==> src/rtl/alu_pkg.sv <==
// Shared definitions for the iterative-shift execute ALU.
// Holds op_ctr encodings, FSM state type and shift-step legality helpers.
package alu_pkg;

  localparam logic [2:0] OP_ADD = 3'b000;
  localparam logic [2:0] OP_AND = 3'b001;
  localparam logic [2:0] OP_OR  = 3'b010;
  localparam logic [2:0] OP_XOR = 3'b011;
  localparam logic [2:0] OP_SFT = 3'b100;
  localparam logic [2:0] OP_SLT = 3'b110;

  typedef enum logic [1:0] {
    IDLE  = 2'd0,
    SHIFT = 2'd1,
    DONE  = 2'd2
  } state_t;

  localparam int SHIFT_STEP_MIN = 1;
  localparam int SHIFT_STEP_MAX = 8;

  function automatic bit step_legal(input int s);
    return (s == 1) || (s == 2) || (s == 4) || (s == 8);
  endfunction

endpackage

==> src/rtl/alu_shift_iter.sv <==
// Iterative shifter: up to SHIFT_STEP bits per cycle until rem hits zero.
// Ports: start loads a/shamt/dir/arith; busy while rem!=0; done marks the
// final step, with value carrying the fully shifted word in that cycle.
module alu_shift_iter
  import alu_pkg::*;
#(
  parameter int XLEN       = 32,
  parameter int SHIFT_STEP = 1
) (
  input  logic            clk,
  input  logic            rst,
  input  logic            start,
  input  logic [XLEN-1:0] a,
  input  logic [4:0]      shamt,
  input  logic            dir,
  input  logic            arith,
  output logic            busy,
  output logic            done,
  output logic [XLEN-1:0] value
);

  localparam logic [4:0] STEP5 = 5'(SHIFT_STEP);

  logic [XLEN-1:0] work;
  logic [4:0]      rem;
  logic            dir_q;
  logic            arith_q;
  logic [4:0]      k;
  logic [XLEN-1:0] step_val;

  assign k    = (rem < STEP5) ? rem : STEP5;
  assign busy = (rem != 5'd0);
  assign done = busy && (rem <= STEP5);

  // Arithmetic right shift keeps work's MSB, which stays equal to a[31]
  // for the whole operation, so the fill is always the original sign.
  always_comb begin
    step_val = work;
    if (!dir_q)
      step_val = work << k;
    else if (arith_q)
      step_val = $unsigned($signed(work) >>> k);
    else
      step_val = work >> k;
  end

  assign value = step_val;

  always_ff @(posedge clk or posedge rst) begin
    if (rst) begin
      work    <= '0;
      rem     <= '0;
      dir_q   <= 1'b0;
      arith_q <= 1'b0;
    end else if (start) begin
      work    <= a;
      rem     <= shamt;
      dir_q   <= dir;
      arith_q <= arith;
    end else if (busy) begin
      work <= step_val;
      rem  <= rem - k;
    end
  end

endmodule

==> src/rtl/alu_seq_exec.sv <==
// RV32 execute ALU: single-cycle add/logic/compare, iterative shifts.
// Ports: in_valid/in_ready accept a,b + controls; out_valid/out_ready
// hand off result with zero (a==b) and less (a<b per sig_ctr) flags.
module alu_seq_exec
  import alu_pkg::*;
#(
  parameter int XLEN       = 32,
  parameter int SHIFT_STEP = 1
) (
  input  logic            clk,
  input  logic            rst,
  input  logic            in_valid,
  output logic            in_ready,
  input  logic [XLEN-1:0] a,
  input  logic [XLEN-1:0] b,
  input  logic            sub_ctr,
  input  logic            sft_ctr,
  input  logic            al_ctr,
  input  logic [2:0]      op_ctr,
  input  logic            sig_ctr,
  output logic            out_valid,
  input  logic            out_ready,
  output logic [XLEN-1:0] result,
  output logic            zero,
  output logic            less
);

  if (!step_legal(SHIFT_STEP) || XLEN != 32) begin : g_bad_param
    $error("alu_seq_exec: unsupported XLEN or SHIFT_STEP");
  end

  state_t state_q;
  state_t state_d;

  logic            accept;
  logic            is_sft;
  logic            sh_start;
  logic            sh_busy;
  logic            sh_done;
  logic [XLEN-1:0] sh_value;
  logic [XLEN:0]   diff;
  logic            ovf;
  logic            less_c;
  logic            eq_c;
  logic [XLEN-1:0] res_c;
  state_t          start_state;

  assign in_ready  = (state_q == IDLE) ||
                     ((state_q == DONE) && out_ready);
  assign accept    = in_valid && in_ready;
  assign out_valid = (state_q == DONE);

  assign is_sft      = (op_ctr == OP_SFT);
  assign sh_start    = accept && is_sft && (b[4:0] != 5'd0);
  assign start_state = (is_sft && (b[4:0] != 5'd0)) ? SHIFT : DONE;

  // Flags always come from a - b; bit XLEN of the zero-extended
  // difference is the unsigned borrow.
  assign diff   = {1'b0, a} - {1'b0, b};
  assign ovf    = (a[XLEN-1] ^ b[XLEN-1]) &
                  (diff[XLEN-1] ^ a[XLEN-1]);
  assign less_c = sig_ctr ? (diff[XLEN-1] ^ ovf) : diff[XLEN];
  assign eq_c   = (a == b);

  always_comb begin
    res_c = '0;
    case (op_ctr)
      OP_ADD:  res_c = sub_ctr ? (a - b) : (a + b);
      OP_AND:  res_c = a & b;
      OP_OR:   res_c = a | b;
      OP_XOR:  res_c = a ^ b;
      OP_SFT:  res_c = a;
      OP_SLT:  res_c = {{(XLEN-1){1'b0}}, less_c};
      default: res_c = '0;
    endcase
  end

  alu_shift_iter #(
    .XLEN       (XLEN),
    .SHIFT_STEP (SHIFT_STEP)
  ) u_shift (
    .clk   (clk),
    .rst   (rst),
    .start (sh_start),
    .a     (a),
    .shamt (b[4:0]),
    .dir   (sft_ctr),
    .arith (al_ctr),
    .busy  (sh_busy),
    .done  (sh_done),
    .value (sh_value)
  );

  always_ff @(posedge clk or posedge rst) begin
    if (rst) state_q <= IDLE;
    else     state_q <= state_d;
  end

  always_comb begin
    state_d = state_q;
    case (state_q)
      IDLE: begin
        if (accept) state_d = start_state;
      end
      SHIFT: begin
        if (sh_done)       state_d = DONE;
        else if (!sh_busy) state_d = IDLE;
      end
      DONE: begin
        if (out_ready) state_d = accept ? start_state : IDLE;
      end
      default: state_d = IDLE;
    endcase
  end

  always_ff @(posedge clk or posedge rst) begin
    if (rst) begin
      result <= '0;
      zero   <= 1'b0;
      less   <= 1'b0;
    end else if (accept) begin
      zero <= eq_c;
      less <= less_c;
      if (!sh_start) result <= res_c;
    end else if ((state_q == SHIFT) && sh_done) begin
      result <= sh_value;
    end
  end

endmodule

==> config.mk <==
export PLATFORM = sky130hd
export DESIGN_NAME = alu_seq_exec
export DESIGN_NICKNAME = d
export VERILOG_FILES = /design/src/rtl/alu_pkg.sv /design/src/rtl/alu_shift_iter.sv /design/src/rtl/alu_seq_exec.sv
export SDC_FILE = /design/constraint.sdc
export NUM_CORES = 1
export LEC_CHECK = 0
export CAP_MARGIN = 10
export CORE_ASPECT_RATIO = 1.75
export CORE_MARGIN = 2
export CORE_UTILIZATION = 40
export CTS_BUF_LIST = sky130_fd_sc_hd__clkbuf_4
export DETAILED_ROUTE_END_ITERATION = 10
export PLACE_DENSITY_LB_ADDON = 0.1
export RECOVER_POWER = 100
export SLEW_MARGIN = 10
export SYNTH_ARGS = -nofsm -noshare
export SYNTH_HDL_FRONTEND = slang
export SYNTH_SLANG_ARGS = --single-unit
==> constraint.sdc <==
create_clock -name clk -period 3.1 [get_ports clk]
set_input_delay 0.62 -clock clk [delete_from_list [all_inputs] [get_ports clk]]
set_output_delay 0.62 -clock clk [all_outputs]
set_load 0.01 [all_outputs]
==> flow_metrics.py <==
metrics = {
    "logic_synthesis": {
        "synth_nets": 1401,
        "ys_seq_area_share_pct": 20.6,
        "postSynth.asyncResetShare_pct": 100,
        "postSynthCellCount": 1218,
        "synth_commonest_cells": "a21oi_1, nor2_1, ha_1",
        "syn_area_um2": 9120,
        "yosysUniqueCellTypes": 79,
        "yosysMostFrequentCell": "a21oi_1",
        "postSynthAreaPerCell_um2": 7.49,
        "synth-seq-cells": 75,
        "synthFlopType": "dfrtp_1",
        "yosys_warnings": 0,
        "synth_top_area_cell": "dfrtp_1",
        "synth_enable_flop_cells": 0,
        "synth_top_area_share_pct": 20.6,
        "synth_area_leaders": "dfrtp_1, ha_1, a21oi_1",
    },
    "floorplan": {
        "core_area_um2": 22600,
        "ios": 111,
        "dieArea_um2": 24100,
        "rows": 73,
        "chipHeight_um": 204,
        "dieWidth_um": 118,
        "initial_core_util_pct": 40.4,
    },
    "timing": {
        "holdWs_ps": 475,
        "tightest_slew_ps": 1140,
        "layout_min_cycle_time_ps": 3110,
        "slew_viol_final": 0,
        "fin_skew_ps": 11.1,
        "rsz0062_at_grt": "true",
        "maxSlewHeadroom_pct": 23.8,
        "fmax_mhz": 322,
        "setup_slack_ps": -8.54,
        "finalHoldViolCount": 0,
        "setup-violations-final": 2,
        "period_share_pct": 100,
    },
    "clock_network": {
        "clk_path_buf_depth": 2,
        "root_buffer": "clkbuf_4",
        "ctsHoldBuffers": 0,
        "htree_levels": 3,
        "cts_buffers": 9,
        "cts_sinks": 75,
        "clk_pin_slew_ps": 130,
        "clkLatencyLatePin_ps": 470,
        "tritoncts": "built",
    },
    "power_and_ir_drop": {
        "pwr_density_cell_nw_per_um2": 456,
        "ir_drop_uv": 265,
        "p_leak_nw": 6.30,
    },
    "flow_run": {
        "maxCapViolations": 0,
    },
    "route": {
        "wire_per_inst_um": 20.6,
        "drc_errors": 0,
        "via_per_inst": 5.68,
        "vias": 10900,
        "first_pass_iters": 5,
        "drt_iter0_drc": 947,
        "routed_wl_um": 39400,
        "antenna_left": 0,
    },
    "worst_hold_path": {
        "hold_path_class": "in -> reg",
        "worstHoldEndpoint": "u_shift.rem[3]$_DFFE_PP0P_",
        "min_path_cells": 4,
        "min-delay-start": "b[3]",
    },
    "critical_path": {
        "reg2reg_from": "u_shift.rem[1]$_DFFE_PP0P_",
        "crit_path_start_kind": "primary input",
        "cp-end-kind": "flop",
        "cpMostUsedCell": "a21oi_1",
        "critPathRequiredTime_ps": 3490,
        "crit_path_top_delay_cell": "a2111o_1",
        "cp.buffers_inverters": 3,
        "worstPathCellList": "dlygate4sd2_1 -> inv_2 -> ha_4 -> buf_4 -> a21oi_1 -> o211ai_1 -> and2_4 -> a2111o_1 -> a21oi_1 -> o22ai_1 -> xnor2_1 -> a221oi_1 -> nor3_1",
        "worstSetupPathType": "in -> reg",
        "rr_worst_depth": 9,
        "arrival_ps": 3490,
        "max_stage_delay_ps": 440,
        "crit_fanout": 7,
        "reg2reg_to": "result[10]$_DFFE_PP0P_",
        "critPathTopFamily": "compound AO/OA/AOI/OAI gates",
        "r2r_setup_slack_ps": 500,
    },
    "grt": {
        "grt_overflow": 0,
        "gr-usage-all-layers_pct": 32.2,
        "grt_pass1_wl_um": 60100,
        "grt_pass1_vias": 10900,
        "antenna_found_initial": 1,
        "grt_max_degree": 57,
    },
    "placement": {
        "gp_congestion": 1.04,
        "port_buffers": 110,
        "dpl.hpwl_um": 31800,
    },
    "outcome": {
        "violations": "negative setup slack",
        "status": "finished, violations left",
    },
    "cells_and_area": {
        "fillerInstances": 2160,
        "fin_util_pct": 60.7,
        "drive_above_1_share_pct": 33.2,
        "syn_to_final_growth_pct": 50.1,
        "design.final.nets": 1790,
    },
}
## power by group
group	internal (W)	switching (W)
Clock	0.000398	0.000375
Sequential	0.00141	0.000375
Combinational	0.00178	0.00191
Total	0.00358	0.00266
## cells by family after synthesis
kind of cell	after synthesis	synth area share [%]
simple gates	343	17.5
xor+xnor	24	2.30
flops	75	20.6
mux	55	6.23
buf+inv	182	8.19
compound gates	431	30.2
fa+ha+maj	108	15.1
## worst max path at each step
stage                      from                      to  slack [ps]  cells past startpoint
after floorplan            a[3]  result[31]$_DFFE_PP0P_        -200                     18
after global placement     a[3]  result[31]$_DFFE_PP0P_       -1000                     18
after detailed placement   a[1]  result[31]$_DFFE_PP0P_       -1040                     18
after CTS                  a[1]  result[31]$_DFFE_PP0P_         -70                     18
after global routing      b[21]  result[31]$_DFFE_PP0P_        -110                     14
final                      b[6]  result[17]$_DFFE_PP0P_          -9                     13
## worst min-delay path, stage by stage
cell     delay, ps
buf_8           90
buf_4          110
nand2_1         40
o21ai_0         60
## layout make-up
| class | count | area, um2 | area share [%] |
|---|---|---|---|
| clock inverters | 6 | 105 | 0.768 |
| multi-input cells | 961 | 7150 | 52.2 |
| repair buffers | 458 | 3710 | 27.1 |
| well taps | 300 | 375 | 2.74 |
| clock buffers | 9 | 67.6 | 0.494 |
| flip-flops and latches | 75 | 1880 | 13.7 |
| inverters | 102 | 404 | 2.95 |
| diodes | 1 | 2.50 | 0.0183 |
## what timing repair did
item,in CTS,in global routing
setup buffers,10,6
pin swaps,34,30
setup endpoints to repair,22,18
gates cloned,0,0
endpoints found under the hold margin,0,0
resized for setup,181,81
## registers in the layout (all words and copies together) (netlist names)
register and count:
less 1, state_q 2, u_shift.dir_q 1, result 32, u_shift.rem 5, u_shift.work 32
zero 1, u_shift.arith_q 1
## through the flow
stage	TNS [ps]	power [W]	instance area (um2)	setup slack [ps]	cells
floorplan	-197	0.00366	9180	-197	1218
global placement	-24200	0.00538	12900	-1000	1879
detailed placement	-26100	0.00542	12900	-1040	1879
CTS	-66.6	0.00629	13600	-66.6	1904
global route	-617	0.00665	13700	-105	1912
finish	-14.8	0.00624	13700	-8.54	1912
## layer usage
| metal | global-route usage (%) | wire length [um] |
|---|---|---|
| met1 | 38.7 | 15800 |
| met2 | 57.0 | 19400 |
| met3 | 2.85 | 1960 |
| met4 | 16.4 | 2180 |
| met5 | 0 | 0 |
## cells in the final DEF (no fill, tap or decap), drive strengths merged, types with 9 or more instances in the layout
master,count
dlygate4sd3,39
inv,101
nor4,16
clkbuf,32
buf,343
o22ai,15
mux2,14
clkdlybuf4s50,13
a21oi,127
a21o,14
dfrtp,75
nand2b,9
nand2,104
nand4,10
o211ai,10
a211oi,22
ha,105
nand3,12
a31oi,22
nor2,110
dlygate4sd2,29
o21ai,109
xnor2,18
a221oi,16
a22oi,16
o31ai,13
nor2b,12
mux2i,41
nor3,31
o21bai,9
(Power assumes the default switching activity.)
